**src/rtl/upgrade_pkg.sv**
```systemverilog
// upgrade_pkg: shared state/player types, counter width and bit-reverse helper for the upgrade scheduler
package upgrade_pkg;

    typedef enum logic [1:0] {COOLDOWN, SPAWN, ACTIVE, EFFECT} upg_state_t;
    typedef enum logic {P1, P2} player_t;

    localparam int CNT_W = 12;

    function automatic logic [9:0] bit_rev10(input logic [9:0] v);
        logic [9:0] r;
        for (int i = 0; i < 10; i++) r[i] = v[9 - i];
        return r;
    endfunction

endpackage

```
**src/rtl/upgrade_hit_detect.sv**
```systemverilog
// upgrade_hit_detect: box overlap between one ball and the upgrade sprite, widened to 11 bits so edge positions never wrap
module upgrade_hit_detect #(
    parameter int UPG_SIZE = 4
) (
    input  logic [9:0] i_ball_x,
    input  logic [9:0] i_ball_y,
    input  logic [9:0] i_ball_size,
    input  logic [9:0] i_upg_x,
    input  logic [9:0] i_upg_y,
    output logic       o_hit
);

    logic [10:0] w_lim;
    logic [10:0] w_dx;
    logic [10:0] w_dy;

    assign w_lim = {1'b0, i_ball_size} + 11'(UPG_SIZE);
    assign w_dx  = (i_ball_x >= i_upg_x) ? {1'b0, i_ball_x} - {1'b0, i_upg_x} : {1'b0, i_upg_x} - {1'b0, i_ball_x};
    assign w_dy  = (i_ball_y >= i_upg_y) ? {1'b0, i_ball_y} - {1'b0, i_upg_y} : {1'b0, i_upg_y} - {1'b0, i_ball_y};
    assign o_hit = (w_dx <= w_lim) && (w_dy <= w_lim);

endmodule

```
**src/rtl/upgrade_scheduler.sv**
```systemverilog
// upgrade_scheduler: cooldown -> spawn -> collect -> timed speed grant cycle for one shared upgrade; UPGRADE_TIMEOUT_EN adds a despawn timeout
module upgrade_scheduler
    import upgrade_pkg::*;
#(
    parameter int         COOLDOWN_FRAMES = 180,
    parameter int         EFFECT_FRAMES   = 300,
    parameter int         DESPAWN_FRAMES  = 600,
    parameter int         X_MIN           = 40,
    parameter int         X_MAX           = 600,
    parameter int         Y_MIN           = 40,
    parameter int         Y_MAX           = 440,
    parameter int         UPG_SIZE        = 4,
    parameter logic [9:0] LFSR_SEED       = 10'h2A5
) (
    input  logic             frame_clk,
    input  logic             Reset_n,
    input  logic             game_en,
    input  logic [9:0]       BallX,
    input  logic [9:0]       BallY,
    input  logic [9:0]       Ball2X,
    input  logic [9:0]       Ball2Y,
    input  logic [9:0]       Ball_Size,
    output logic [9:0]       UpgradeX,
    output logic [9:0]       UpgradeY,
    output logic             upgrade_visible,
    output logic             speed_1_upgraded,
    output logic             speed_2_upgraded,
    output logic [CNT_W-1:0] effect_left,
    output logic             was_collected
);

    localparam logic [CNT_W-1:0] L_CD  = CNT_W'(COOLDOWN_FRAMES);
    localparam logic [CNT_W-1:0] L_EF  = CNT_W'(EFFECT_FRAMES);
    localparam logic [CNT_W-1:0] L_DS  = CNT_W'(DESPAWN_FRAMES);
    localparam logic [9:0]       L_XLO = 10'(X_MIN);
    localparam logic [9:0]       L_XHI = 10'(X_MAX);
    localparam logic [9:0]       L_YLO = 10'(Y_MIN);
    localparam logic [9:0]       L_YHI = 10'(Y_MAX);

    upg_state_t       r_state, w_state;
    player_t          r_last, w_last;
    logic [CNT_W-1:0] r_cnt, w_cnt;
    logic [9:0]       r_lfsr;
    logic [9:0]       w_x, w_y, w_cand_y;
    logic             w_col, w_hit1, w_hit2, w_in_bounds;

    assign w_cand_y    = bit_rev10(r_lfsr);
    assign w_in_bounds = (r_lfsr >= L_XLO) && (r_lfsr <= L_XHI) && (w_cand_y >= L_YLO) && (w_cand_y <= L_YHI);

    upgrade_hit_detect #(.UPG_SIZE(UPG_SIZE)) u_hit1 (
        .i_ball_x(BallX), .i_ball_y(BallY), .i_ball_size(Ball_Size),
        .i_upg_x(UpgradeX), .i_upg_y(UpgradeY), .o_hit(w_hit1)
    );

    upgrade_hit_detect #(.UPG_SIZE(UPG_SIZE)) u_hit2 (
        .i_ball_x(Ball2X), .i_ball_y(Ball2Y), .i_ball_size(Ball_Size),
        .i_upg_x(UpgradeX), .i_upg_y(UpgradeY), .o_hit(w_hit2)
    );

    // Next state: round sequencing, winner arbitration (round-robin on ties) and game_en override
    always_comb begin
        w_state = r_state;
        w_cnt   = r_cnt;
        w_last  = r_last;
        w_x     = UpgradeX;
        w_y     = UpgradeY;
        w_col   = 1'b0;
        case (r_state)
            COOLDOWN: begin
                if (r_cnt != '0) w_cnt = r_cnt - 1'b1;
                else if (game_en) w_state = SPAWN;
            end
            SPAWN: begin
                if (w_in_bounds) begin
                    w_state = ACTIVE;
                    w_cnt   = L_DS;
                    w_x     = r_lfsr;
                    w_y     = w_cand_y;
                end
            end
            ACTIVE: begin
                if (w_hit1 || w_hit2) begin
                    w_last  = (w_hit1 && w_hit2) ? ((r_last == P1) ? P2 : P1) : (w_hit1 ? P1 : P2);
                    w_col   = 1'b1;
                    w_state = EFFECT;
                    w_cnt   = L_EF;
                end
`ifdef UPGRADE_TIMEOUT_EN
                else if (r_cnt <= 1) begin
                    w_state = COOLDOWN;
                    w_cnt   = L_CD;
                end else w_cnt = r_cnt - 1'b1;
`endif
            end
            EFFECT: begin
                if (r_cnt <= 1) begin
                    w_state = COOLDOWN;
                    w_cnt   = L_CD;
                end else w_cnt = r_cnt - 1'b1;
            end
            default: ;
        endcase
        if (!game_en) begin
            w_state = COOLDOWN;
            w_cnt   = L_CD;
            w_last  = r_last;
            w_col   = 1'b0;
        end
    end

    // State, LFSR and registered outputs derived from the next state
    always_ff @(posedge frame_clk or negedge Reset_n) begin
        if (!Reset_n) begin
            r_state          <= COOLDOWN;
            r_cnt            <= L_CD;
            r_lfsr           <= LFSR_SEED;
            r_last           <= P2;
            UpgradeX         <= '0;
            UpgradeY         <= '0;
            upgrade_visible  <= 1'b0;
            speed_1_upgraded <= 1'b0;
            speed_2_upgraded <= 1'b0;
            effect_left      <= '0;
            was_collected    <= 1'b0;
        end else begin
            r_state          <= w_state;
            r_cnt            <= w_cnt;
            r_lfsr           <= {r_lfsr[8:0], r_lfsr[9] ^ r_lfsr[6]};
            r_last           <= w_last;
            UpgradeX         <= w_x;
            UpgradeY         <= w_y;
            upgrade_visible  <= (w_state == ACTIVE);
            speed_1_upgraded <= (w_state == EFFECT) && (w_last == P1);
            speed_2_upgraded <= (w_state == EFFECT) && (w_last == P2);
            effect_left      <= (w_state == EFFECT) ? w_cnt : '0;
            was_collected    <= w_col;
        end
    end

endmodule

```
**config.mk**
```make
export PLATFORM = sky130hd
export DESIGN_NAME = upgrade_scheduler
export DESIGN_NICKNAME = d
export VERILOG_FILES = /design/src/rtl/upgrade_pkg.sv /design/src/rtl/upgrade_hit_detect.sv /design/src/rtl/upgrade_scheduler.sv
export SDC_FILE = /design/constraint.sdc
export NUM_CORES = 1
export LEC_CHECK = 0
export BUFFER_PORTS_ARGS = -buffer_cell sky130_fd_sc_hd__buf_4
export CORE_ASPECT_RATIO = 1.75
export CORE_UTILIZATION = 40
export CTS_BUF_LIST = sky130_fd_sc_hd__clkbuf_8 sky130_fd_sc_hd__clkbuf_16
export DETAILED_ROUTE_END_ITERATION = 12
export PLACE_DENSITY = 0.64
export SETUP_SLACK_MARGIN = 0.3
export SYNTH_ARGS = -nofsm -noshare
export SYNTH_HDL_FRONTEND = slang
export SYNTH_HIERARCHICAL = 1
export SYNTH_SLANG_ARGS = --single-unit
```
**constraint.sdc**
```tcl
create_clock -name frame_clk -period 8.1 [get_ports frame_clk]
set_input_delay 0.81 -clock frame_clk [delete_from_list [all_inputs] [get_ports frame_clk]]
set_output_delay 0.81 -clock frame_clk [all_outputs]
set_load 0.01 [all_outputs]
```
## Yosys cells after proc, flatten, opt, wreduce, memory -nomap -nowiden

Index checks and enable logic that the tools add are counted.

| cells by class | value |
|---|---|
| $add $sub $neg | 10 |
| order comparisons | 13 |
| equality and inequality tests | 5 |
| mux-type cells | 26 |
| bitwise operators | 2 |
| reductions and logical operators | 12 |

Operators by type and width:

| cell | number |
|---|---|
| 10-bit by 10-bit subtractor with 11-bit output | 8 |
| 12-bit 2-to-1 mux | 6 |
| 12-bit case mux with 4 select lines | 1 |
| 11-bit less-or-equal comparator | 4 |
| 11-bit 2-to-1 mux | 4 |
| 10-bit greater-or-equal comparator | 4 |
| 10-bit by 6-bit greater-or-equal comparator with 1-bit output, second input constant | 2 |
| 12-bit by 1-bit less-or-equal comparator with 1-bit output, second input constant | 1 |
| 12-bit nonzero test | 1 |
| 12-bit by 1-bit subtractor with 12-bit output, second input constant | 1 |
| 10-bit by 3-bit adder with 11-bit output, second input constant | 1 |
| 10-bit less-or-equal comparator, second input constant | 1 |
| 10-bit by 9-bit less-or-equal comparator with 1-bit output, second input constant | 1 |
| 2-bit 2-to-1 mux | 5 |
| 1-bit 2-to-1 mux | 9 |
| 2-bit equality test, second input constant | 4 |
| 1-bit logical AND | 8 |
| 2-bit case mux with 4 select lines | 1 |
| 2-bit by 1-bit equality test with 1-bit output, second input constant | 1 |
| 2-bit logical NOT | 1 |
| 2-bit AND reduction | 1 |
| 1-bit logical OR | 1 |
| 1-bit NOT | 1 |
| 1-bit XOR | 1 |

| storage, ports and cells | value |
|---|---|
| bits in registers | 61 |
| input port bits | 53 |
| output and inout bits | 36 |
| logic and storage cells | 79 |

## Depth between registers and ports, before layout

| depth | value |
|---|---|
| word-level depth | 11 |
| mapped depth | 23 |
| gate-level depth less buffers | 21 |

## Hierarchy

Netlist, hierarchy kept.

Modules (own cells, without submodules):

| module | instances | cells an instance | area an instance (um^2) | sequential area each (um^2) |
|---|---|---|---|---|
| upgrade_scheduler | 1 | 263 | 2529.9 | 1288.7 |
| upgrade_hit_detect at u_hit2 | 1 | 339 | 2479.9 | 0.0 |
| upgrade_hit_detect at u_hit1 | 1 | 314 | 2369.8 | 0.0 |

## Least setup slack after synthesis

OpenSTA, ideal clock, no wires.

| timing | value |
|---|---|
| path type | input port to flip-flop |
| start | input BallX[4] |
| end | register effect_left[6] |
| library setup time | 99 ps |
| data arrival time | 4723 ps |
| required time | 8001 ps |
| slack | 3277 ps |
| stages on the path | 23 |
| path buffers | 3 |
| path through | inv_1 ha_1 buf_6 a21o_1 a31oi_2 a21oi_1 a31o_1 a21o_1 buf_6 mux2_1 ha_1 nor2b_1 o21a_1 o21a_1 o21bai_1 a21oi_1 a211oi_1 o22a_1 or2_2 o21ai_0 a211o_1 buf_2 a311oi_1 |

| on the way | value |
|---|---|
| word-level cells in the longest chain between the ends | 10 |
| elaborated cells between the ends (all ways) | 15 |
| classes of those cells | add/sub: 2; order compare: 2; eq/ne: 1; mux: 8; reduce/logical: 2 |

Ends and longest elaborated chain:

| what | RTL line | text |
|---|---|---|
| from (decl) | upgrade_scheduler.sv:18 | `input logic [9:0] BallX,` |
| 10-bit by 10-bit subtractor with 11-bit output or 10-bit greater-or-equal comparator (tied branches) | upgrade_hit_detect.sv:18 | `assign w_dx = (i_ball_x >= i_upg_x) ? {1'b0, i_ball_x} - {1'b0, i_upg_x} : {1'b0, i_upg_x} - {1'b0, i_ball_x};` |
| 11-bit 2-to-1 mux (*) | upgrade_hit_detect.sv:18 |  |
| 11-bit less-or-equal comparator (*) | upgrade_hit_detect.sv:20 | `assign o_hit = (w_dx <= w_lim) && (w_dy <= w_lim);` |
| 1-bit logical AND (*) | upgrade_hit_detect.sv:20 |  |
| via w_hit1 | upgrade_scheduler.sv:45 | `logic w_col, w_hit1, w_hit2, w_in_bounds;` |
| 1-bit logical OR (*) | upgrade_scheduler.sv:82 | `if (w_hit1 \|\| w_hit2) begin` |
| 2-bit 2-to-1 mux | upgrade_scheduler.sv:82 |  |
| 2-bit case mux with 4 select lines | upgrade_scheduler.sv:68 | `case (r_state)` |
| 2-bit 2-to-1 mux | upgrade_scheduler.sv:103 | `if (!game_en) begin` |
| 2-bit equality test | upgrade_scheduler.sv:135 | `effect_left <= (w_state == EFFECT) ? w_cnt : '0;` |
| 12-bit 2-to-1 mux (*) | upgrade_scheduler.sv:135 |  |
| to (signal assigned) | upgrade_scheduler.sv:135 |  |
| to (decl) | upgrade_scheduler.sv:28 | `output logic [CNT_W-1:0] effect_left,` |

Mark *: on every way through the listed nets, which the timed path passes. The rest lies on a longest branch.
A chain may end at the register's enable or synchronous reset.

## Worst setup path in the final report

| timing | value |
|---|---|
| start | register UpgradeX[3] |
| end | register effect_left[0] |

| on the way | value |
|---|---|
| word-level cells in the longest chain between the ends | 10 |
| elaborated cells between the ends (all ways) | 21 |
| classes of those cells | add/sub: 4; order compare: 4; eq/ne: 1; mux: 9; reduce/logical: 3 |

Ends and longest elaborated chain:

| what | RTL line | text |
|---|---|---|
| from (decl) | upgrade_scheduler.sv:23 | `output logic [9:0] UpgradeX,` |
| from (signal assigned) | upgrade_scheduler.sv:130 | `UpgradeX <= w_x;` |
| 10-bit by 10-bit subtractor with 11-bit output or 10-bit greater-or-equal comparator (tied branches) | upgrade_hit_detect.sv:18 |  |
| 11-bit 2-to-1 mux (*) | upgrade_hit_detect.sv:18 |  |
| 11-bit less-or-equal comparator (*) | upgrade_hit_detect.sv:20 |  |
| 1-bit logical AND (*) | upgrade_hit_detect.sv:20 |  |
| via w_hit1 | upgrade_scheduler.sv:45 |  |
| 1-bit logical OR (*) | upgrade_scheduler.sv:82 |  |
| 2-bit 2-to-1 mux | upgrade_scheduler.sv:82 |  |
| 2-bit case mux with 4 select lines | upgrade_scheduler.sv:68 |  |
| 2-bit 2-to-1 mux | upgrade_scheduler.sv:103 |  |
| 2-bit equality test | upgrade_scheduler.sv:135 |  |
| 12-bit 2-to-1 mux (*) | upgrade_scheduler.sv:135 |  |

Marks and branches as above.

==> flow_summary_export.csv <==
group,metric,value,unit
synthesis,async_reset_ff_share,100,%
worst_setup_path,path_max_fanout,11,
sta,finalCritPeriodShare,70.0,%
run,maxCapViolCount,0,
clock_network,cts_setup_buffers,0,
route,via_per_inst,5.60,
sta,maxSlewViolCount,0,
clock_network,post_cts_resized,0,
sta,rsz0062_at_grt,"no",
clock_network,clock_latency,0.30,ns
sta,finalSetupTns,0,ns
die,rows,65,
pwr,max-vdd-ir-drop,0.148,mV
route,drt-initial-drc-count,243,
worst_setup_path,required,8.30,ns
synthesis,synth_edf_count,0,
sta,final_hold_viol_count,0,
clock_network,htreeDepth,2,
layout,diodes,0,
worst_setup_path,cpMaxStageDelayCell,"a21oi_1",
synthesis,netlist_area,7380,µm²
route,num_vias,6726,
global_route,antenna_found_initial,0,
synthesis,ys.flop_type,"dfrtp_1",
layout,finalInstanceArea,8230,µm²
placed_design,hpwl,16.4,mm
layout,post-route-util,45.6,%
die,start_util,40.9,%
route,drc,0,
placed_design,gp_congestion,0.917,
layout,syn_to_final_growth,11.5,%
route,drt_wl_total,20.1,mm
sta,whs,0.406,ns
layout,multi_input_area,5420,µm²
synthesis,netlist-cell-type-count,84,
sta,tightest_slew,1.06,ns
layout,seq_area,1290,µm²
die,die_area,19000,µm²
outcome,status,"complete, no violations",
global_route,grt_overflow,0,
synthesis,yosys.area.top_type,"ha_1",
synthesis,synth_top_cell_area_share,21.7,%
die,boundaryPins,89,
sta,finalCriticalPeriod,5.67,ns
synthesis,synth_seq_cells,51,
worst_setup_path,crit_chain,"ha_1 > a21oi_1 > o21ai_1 > a21oi_1 > o21ai_1 > a21oi_1 > mux2_1 > ha_1 > nor2b_1 > o21a_1 > o21a_1 > o21bai_1 > a21oi_1 > a211oi_1 > o22a_1 > or2_2 > nor3_1 > nor2_1 > a311oi_1",
pwr,p_per_area,94.4,nW/µm²
synthesis,synth_most_common_cell,"ha_1",
layout,drive_gt1_share,13.5,%
worst_setup_path,cpPeakStageDelay,0.84,ns
die,coreArea,18100,µm²
sta,fin_skew,0.00384,ns
worst_setup_path,timing_worst_setup_path_type,"reg2reg",
worst_setup_path,endpoint_kind,"flip-flop",
layout,fill_cells,1859,
pwr,leakage,4.08,nW
clock_network,clockBufferDepth,2,
worst_setup_path,r2r_slack,2.43,ns
pwr,fin_total_pwr,0.776,mW
global_route,track_usage,21.4,%
synthesis,synthCells,916,
placed_design,place_area,8070,µm²
clock_network,cts-root-buf,"clkbuf_16",
synthesis,synth_common_cells,"128 x ha_1, 108 x inv_1, 72 x a21oi_1",
worst_setup_path,critPathMostFrequentCell,"a21oi_1",
route,drt.antenna.violating_nets,0,
global_route,grt_pass1_vias,6796,
placed_design,io_buffers,88,
route,first_pass_iters,5,
global_route,grt_max_degree,52,
clock_network,clock-sinks,51,
min_path,hp-class,"reg2reg",
clock_network,path_clk_slew,0.07,ns
sta,setup_viol,0,
synthesis,synthTopCellsByArea,"ha_1 22%, dfrtp_1 14%, inv_1 5.5%, a21oi_1 4.9%, a21o_1 3.9%",
worst_setup_path,start_kind,"flip-flop",
synthesis,yosys_warnings,6,
synthesis,synth_nets,1105,
die,die_x,105,µm
die,fp.dieH,182,µm
sta,max-slew-margin-rel,29.3,%
synthesis,synth.avg_cell_area,8.06,µm²
worst_setup_path,arrival,5.87,ns
global_route,grt_pass1_wl,32.7,mm
layout,nNetsFinal,1155,
clock_network,cts_tree,"built",
sta,max_freq,176,MHz
clock_network,numCtsBuffers,5,
clock_network,cts_hold_buf,0,
route,wl_per_cell,16.8,µm
synthesis,seq_area_frac_synth,17.5,%
[worst paths after layout]
kind	startpoint	end	cells past startpoint
max	UpgradeX[3]	effect_left[0]	19
max in group asynchronous	Reset_n	UpgradeX[1]	1
min in group asynchronous	Reset_n	effect_left[0]	1
min	r_lfsr[0]	r_lfsr[1]	0
min reg2reg	r_lfsr[0]	r_lfsr[1]	0
max reg2reg	UpgradeX[3]	effect_left[0]	19
[cell families (layout without fill, tap and decap cells)]
kind of cell	Yosys count	after routing	synth area share, %
buf+inv	155	206	9.10
flops	51	51	17.5
xor+xnor	42	42	4.98
mux	34	34	4.75
simple gates	234	234	16.0
fa+ha+maj	136	136	23.9
compound gates	264	264	23.8
[metal layers]
metal | track usage [%] | up-vias | part of all wire [%]
met5 | 0 | - | 0
met4 | 11.2 | 0 | 5.1
met3 | 1.51 | 46 | 2.7
met2 | 43.2 | 154 | 56
met1 | 21.4 | 3196 | 37
li1 | - | 3330 | -
[sequential cells by signal (all words and copies together) (netlist names)]
name	cells
effect_left	12
speed_1_upgraded	1
r_state	2
r_last	1
UpgradeY	1
upgrade_visible	1
UpgradeX	9
r_cnt	12
speed_2_upgraded	1
was_collected	1
r_lfsr	10
[through the flow]
step                worst slack [ns]  std cells
floorplan                       3.28        916
global placement                2.39       1193
detailed placement              2.28       1193
CTS                             2.43       1201
global route                    1.87       1201
finish                          2.43       1201
[worst max-delay path: cells and delay by family (launching register included)]
family	cells	cell delay, ns
multiplexers	1	0.39
AO/OA/AOI/OAI	12	2.35
flip-flops	1	0.80
AND/OR/NAND/NOR	4	1.30
adder cells (fa/ha/maj)	2	0.72
[where the power goes]
part           leakage, nW  internal [mW]  switching [mW]
sequential           0.674          0.259         0.00683
combinational         3.33          0.129           0.160
clock               0.0723          0.118           0.103
[layout by cell type, fill, tap and decap left out, types with 5 or more instances in the layout]
cell / n
o21a_1: 13
buf_4: 88
or2_2: 5
nand3_1: 29
dfstp_2: 10
nor3_1: 14
xor2_1: 20
fa_1: 8
clkbuf_16: 5
nor2_1: 40
o21bai_1: 12
o211ai_1: 5
nand2_1: 70
a31oi_1: 12
o21ai_1: 12
xnor2_1: 22
a21oi_1: 72
nand4_1: 18
a211oi_1: 6
dfrtp_1: 41
a21o_1: 38
o21ai_0: 40
inv_1: 108
nor2b_1: 17
nor4_1: 7
ha_1: 128
nand2b_1: 6
and3_1: 7
mux2i_1: 28
[layout make-up]
class	count	area share, %
clock inverter	3	0.335
multi-input combinational	710	65.9
inverter	110	5.02
tap	234	3.56
timing repair buffer	88	8.03
sequential	51	15.7
clock buffer	5	1.52
(Power assumes the default switching activity.)
